$ cat src/rtl/dmem_responder.sv
// Direct-mapped, write-through, no-write-allocate byte cache for the MEM stage.
// Load hits return data in the same cycle; every other access goes through the backing memory.
module dmem_responder #(
    parameter int          IDX_BITS        = 4,
    parameter logic [15:0] MISS_COUNT_INIT = 16'h0000
) (
    input  logic        clk,
    input  logic        reset,
    input  logic        req_valid,
    input  logic        req_we,
    input  logic [31:0] req_addr,
    input  logic [7:0]  req_wdata,
    output logic        hit,
    output logic [7:0]  rdata,
    output logic        bmem_req,
    output logic        bmem_we,
    output logic [31:0] bmem_addr,
    output logic [7:0]  bmem_wdata,
    input  logic        bmem_ack,
    input  logic [7:0]  bmem_rdata,
    output logic [15:0] miss_count
);

    localparam int DEPTH    = 1 << IDX_BITS;
    localparam int TAG_BITS = 32 - IDX_BITS;

    localparam logic [1:0] S_IDLE  = 2'd0;
    localparam logic [1:0] S_FILL  = 2'd1;
    localparam logic [1:0] S_WRITE = 2'd2;
    localparam logic [1:0] S_RESP  = 2'd3;

    logic [1:0]          state_q;
    logic [7:0]          rdata_q;
    logic [DEPTH-1:0]    line_valid;
    logic [TAG_BITS-1:0] line_tag  [DEPTH];
    logic [7:0]          line_data [DEPTH];

    logic [IDX_BITS-1:0] req_idx;
    logic [TAG_BITS-1:0] req_tag;
    logic [IDX_BITS-1:0] cap_idx;
    logic [TAG_BITS-1:0] cap_tag;
    logic                lookup_hit;
    logic                cap_match;
    logic                in_idle;
    logic                load_hit;
    logic                start_fill;
    logic                start_write;
    logic                fill_done;
    logic                write_done;

    // The registered backing-memory address doubles as the captured request address.
    assign req_idx = req_addr[IDX_BITS-1:0];
    assign req_tag = req_addr[31:IDX_BITS];
    assign cap_idx = bmem_addr[IDX_BITS-1:0];
    assign cap_tag = bmem_addr[31:IDX_BITS];

    assign lookup_hit  = line_valid[req_idx] && (line_tag[req_idx] == req_tag);
    assign cap_match   = line_valid[cap_idx] && (line_tag[cap_idx] == cap_tag);
    assign in_idle     = (state_q == S_IDLE);
    assign load_hit    = in_idle && req_valid && !req_we && lookup_hit;
    assign start_fill  = in_idle && req_valid && !req_we && !lookup_hit;
    assign start_write = in_idle && req_valid && req_we;
    assign fill_done   = (state_q == S_FILL) && bmem_ack;
    assign write_done  = (state_q == S_WRITE) && bmem_ack;

    assign hit = load_hit || (state_q == S_RESP);

    always_comb begin
        // NOTE: default first so every path assigns rdata and no latch is inferred.
        rdata = 8'h00;
        if (load_hit) begin
            rdata = line_data[req_idx];
        end else if (state_q == S_RESP) begin
            rdata = rdata_q;
        end
    end

    // NOTE: line tag/data storage carries no reset; the valid bits alone decide liveness.
    always_ff @(posedge clk) begin
        if (fill_done) begin
            line_data[cap_idx] <= bmem_rdata;
            line_tag[cap_idx]  <= cap_tag;
        end else if (write_done && cap_match) begin
            line_data[cap_idx] <= bmem_wdata;
        end
    end

    always_ff @(posedge clk or negedge reset) begin
        if (!reset) begin
            state_q    <= S_IDLE;
            line_valid <= '0;
            rdata_q    <= 8'h00;
            bmem_req   <= 1'b0;
            bmem_we    <= 1'b0;
            bmem_addr  <= 32'h0;
            bmem_wdata <= 8'h00;
            miss_count <= MISS_COUNT_INIT;
        end else begin
            // NOTE: non-blocking assignments throughout so every register updates from pre-edge values.
            case (state_q)
                S_IDLE: begin
                    if (start_fill || start_write) begin
                        state_q    <= start_write ? S_WRITE : S_FILL;
                        bmem_req   <= 1'b1;
                        bmem_we    <= req_we;
                        bmem_addr  <= req_addr;
                        bmem_wdata <= req_we ? req_wdata : 8'h00;
                        if (miss_count != 16'hFFFF) begin
                            miss_count <= miss_count + 16'd1;
                        end
                    end
                end
                S_FILL: begin
                    if (bmem_ack) begin
                        line_valid[cap_idx] <= 1'b1;
                        rdata_q             <= bmem_rdata;
                        bmem_req            <= 1'b0;
                        state_q             <= S_RESP;
                    end
                end
                S_WRITE: begin
                    if (bmem_ack) begin
                        rdata_q  <= 8'h00;
                        bmem_req <= 1'b0;
                        state_q  <= S_RESP;
                    end
                end
                default: begin
                    state_q <= S_IDLE;
                end
            endcase
        end
    end

endmodule

$ cat config.mk
export PLATFORM = sky130hd
export DESIGN_NAME = dmem_responder
export DESIGN_NICKNAME = d
export VERILOG_FILES = /design/src/rtl/dmem_responder.sv
export SDC_FILE = /design/constraint.sdc
export NUM_CORES = 1
export LEC_CHECK = 0
export ABC_AREA = 0
export CAP_MARGIN = 30
export CELL_PAD_IN_SITES_DETAIL_PLACEMENT = 0
export CELL_PAD_IN_SITES_GLOBAL_PLACEMENT = 1
export CORE_ASPECT_RATIO = 1.2
export CORE_MARGIN = 2
export CORE_UTILIZATION = 43
export CTS_CLUSTER_DIAMETER = 80
export DETAILED_ROUTE_END_ITERATION = 16
export PLACE_DENSITY = 0.7
export SLEW_MARGIN = 30
export SYNTH_ARGS = -nofsm -noshare
export SYNTH_HDL_FRONTEND = slang
export SYNTH_SLANG_ARGS = --single-unit
$ cat constraint.sdc
create_clock -name clk -period 5.95 [get_ports clk]
set_input_delay 0.595 -clock clk [delete_from_list [all_inputs] [get_ports clk]]
set_output_delay 0.595 -clock clk [all_outputs]
set_load 0.03 [all_outputs]
==> flow_summary.json <==
{
  "status": "finished clean",
  "row_count": 107,
  "multiInputGateArea_um2": 10700,
  "fin_crit_sh_pct": 91.6,
  "avgSynthCellArea_um2": 19.2,
  "portBuffers": 119,
  "relSlewSlack_pct": 35.1,
  "hold_viol": 0,
  "num_vias": 17100,
  "path_clk_slew_ps": 60,
  "crit_path_end_kind": "output port",
  "clock-sinks": 660,
  "p_comb_share_pct": 27.8,
  "hpwl_mm": 54.5,
  "final_common_cell": "edfxtp_1",
  "synth.cell_area_um2": 30700,
  "start_util_pct": 43.3,
  "ys_types": 71,
  "first_iter_violations": 1684,
  "cts_tree": "built",
  "rsz0062_at_grt": "no",
  "area_growth_syn_to_layout_pct": 16.3,
  "grt_pass1_wl_mm": 125,
  "gr-usage-met2_pct": 39.8,
  "antenna_found_initial": 1,
  "regArea_um2": 19400,
  "critical_path.startpoint_type": "input pin",
  "worst_slew_pin_slew_ps": 973,
  "cp.required_ps": 5360,
  "min_path_type": "reg -> reg",
  "crit_buf_inv": 3,
  "ios": 120,
  "syn_inst": 1598,
  "max_stage_delay_ps": 590,
  "first_global_vias": 17800,
  "num-fill-cells": 5662,
  "finClkSkew_ps": 31.9,
  "drt-pass1-iter-count": 5,
  "clkPwrFrac_pct": 27.8,
  "gp_congestion": 0.858,
  "cts_max_level": 3,
  "synth_mux_area_share_pct": 25.2,
  "cell_internal_pwr_uw": 10400,
  "fin_tns_setup_ps": 0,
  "slowest_stage": "clkdlybuf4s50_1",
  "clk_latency_ps": 630,
  "switching_share_pct": 31.4,
  "die-area_um2": 73500,
  "synth-edff-count": 576,
  "routed_wl_mm": 85.2,
  "power_switching_uw": 4740,
  "viasPerCell": 6.17,
  "synth_compound_area_share_pct": 2.70,
  "ys_seq_elements": 660,
  "synthFlopType": "edfxtp_1",
  "nNetsFinal": 1845,
  "yosysSeqAreaShare_pct": 63.2,
  "clockBufferDepth": 3,
  "synthSimpleGateAreaFrac_pct": 4.07,
  "drive_gt1_share_pct": 31.1,
  "critPathTopFamily": "buffers and inverters",
  "ctsResizeCount": 0,
  "drcViolationCount": 0,
  "ir_drop_uv": 267,
  "setup_violations": 0,
  "leakage_uw": 0.0118,
  "synth-adder-area-share_pct": 0.245,
  "ant_nets": 0,
  "routedWlPerCell_um": 30.9,
  "critPathArrivalTime_ps": 4850,
  "die_h_um": 297,
  "power.density_nw_per_um2": 423,
  "track_usage_pct": 23.8,
  "critPathMaxFanout": 36,
  "met1_usage_pct": 31.9,
  "core_area_um2": 70800,
  "synth-xor-area-share_pct": 2.14,
  "p_seq_share_pct": 44.5,
  "syn-num-nets": 1657,
  "report.power.total_uw": 15100,
  "die_w_um": 248,
  "path_class": "in -> out",
  "diodes": 0,
  "path_cells": "buf_4 > buf_4 > mux4_2 > mux4_2 > xnor2_1 > nand4_1 > nor4_2 > nand3_1 > nor2_4 > mux2_2 > clkdlybuf4s50_1",
  "max_freq_mhz": 184,
  "ys_warn_count": 0,
  "drv_slew": 0,
  "synth-async-reset-ratio_pct": 12.7,
  "overflow": 0,
  "numCtsBuffers": 69,
  "grt_max_degree": 56,
  "use_met3_pct": 3.87,
  "synth_top_family_by_area": "multiplexers",
  "final_cell_mix": "576 x edfxtp_1, 284 x mux4_2, 114 x clkdlybuf4s50_1, 80 x dfrtp_1, 79 x buf_4",
  "busiest_layer": "met2",
  "drv_cap": 0,
  "finalCriticalPeriod_ps": 5450,
  "cts_root_buffer": "clkbuf_16"
}
per-stage QoR:
stage	setup WS [ps]	hold slack, ps	utilization (%)	cell area (µm²)	std cells
CTS	468	490	50.3	35700	2762
finish	501	488	50.4	35700	2763
detailed placement	486	476	47.3	33500	2639
floorplan	1670	299	-	30700	1598
global route	225	511	50.4	35700	2763
global placement	494	464	47.2	33400	2636
final timing paths:
| check | from | endpoint | slack (ps) | cells past startpoint |
|---|---|---|---|---|
| min reg2reg | bmem_we | bmem_we | 490 | 1 |
| max in group asynchronous | reset | bmem_addr[1] | 4050 | 3 |
| max | req_addr[1] | rdata[1] | 500 | 11 |
| max reg2reg | bmem_addr[0] | line_data[15][1] | 1180 | 13 |
| min in group asynchronous | reset | bmem_wdata[7] | 550 | 2 |
| min | bmem_we | bmem_we | 490 | 1 |
cell type report:
| type | instances | share of cell area (%) |
|---|---|---|
| flip-flops and latches | 660 | 54.4 |
| repair buffers | 217 | 6.16 |
| clock inverters | 30 | 0.807 |
| well taps | 926 | 3.25 |
| inverters | 20 | 0.210 |
| multi-input cells | 818 | 29.9 |
| clock buffers | 92 | 5.26 |
worst reg2reg max path, cell delays in order (launching register included):
cell and delay, ps:
dfrtp_4 640, buf_12 300, buf_4 350, mux4_2 560, mux4_2 510, xnor2_1 360
nand4_1 170, nor4_1 360, buf_4 220, a31oi_1 140, buf_4 220, nor2_1 170
and3_1 290, buf_4 190
kinds of logic after synthesis:
| logic type | Yosys count |
|---|---|
| flops | 660 |
| mux | 409 |
| simple gates | 219 |
| buf+inv | 120 |
| compound gates | 109 |
| xor+xnor | 75 |
| fa+ha+maj | 6 |
what timing repair did:
action / CTS / global route
endpoints found under the hold margin: 20 / 0
setup endpoints to repair: 0 / 0
buffers inserted: 0 / 0
hold buffers: 1 / 0
flip-flops by register name, summed over array words and instances (netlist names):
| signal | cells |
|---|---|
| bmem_addr | 32 |
| bmem_req | 1 |
| bmem_wdata | 8 |
| bmem_we | 1 |
| line_data | 128 |
| line_tag | 448 |
| line_valid | 16 |
| miss_count | 16 |
| rdata_q | 8 |
| state_q | 2 |
power by group through the flow:
stage	clock [µW]	combinational [µW]	sequential [µW]
finish	4190	4190	6720
global route	4450	4420	6820
CTS	4280	4160	6780
detailed placement	0	4140	6870
global placement	0	4120	6830
floorplan	0	2660	6720
synth_stat cells, drive strengths merged, types with 2 or more instances:
cell | number | area, µm²
a211oi | 4 | 30.0
a21boi | 2 | 15.0
a21oi | 6 | 30.0
a221oi | 4 | 41.3
a22o | 12 | 105
a22oi | 9 | 67.6
a2bb2oi | 11 | 96.3
a31o | 2 | 17.5
a31oi | 6 | 37.5
and2 | 21 | 131
and3 | 10 | 62.6
buf | 70 | 547
clkbuf | 30 | 113
dfrtp | 84 | 2100
edfxtp | 576 | 17300
ha | 6 | 75.1
inv | 20 | 75.1
mux2 | 57 | 642
mux2i | 68 | 693
mux4 | 284 | 6400
nand2 | 32 | 120
nand2b | 5 | 31.3
nand3 | 19 | 95.1
nand4 | 12 | 75.1
nand4b | 3 | 26.3
nor2 | 33 | 131
nor2b | 14 | 87.6
nor3 | 16 | 80.1
nor3b | 4 | 30.0
nor4 | 22 | 184
nor4b | 3 | 26.3
o2111ai | 2 | 17.5
o211ai | 2 | 15.0
o21a | 2 | 15.0
o21ai | 14 | 85.1
o221ai | 4 | 35.0
o22ai | 14 | 87.6
o2bb2ai | 3 | 26.3
o31a | 4 | 35.0
or2 | 21 | 131
xnor2 | 46 | 403
xor2 | 29 | 254
metal layers:
metal | vias to the layer above | wire length, µm
li1 | 7072 | -
met1 | 9130 | 34200
met2 | 725 | 42700
met3 | 123 | 6010
met4 | 2 | 2320
met5 | - | 12
Note: power is estimated with default switching activity, not from simulation.
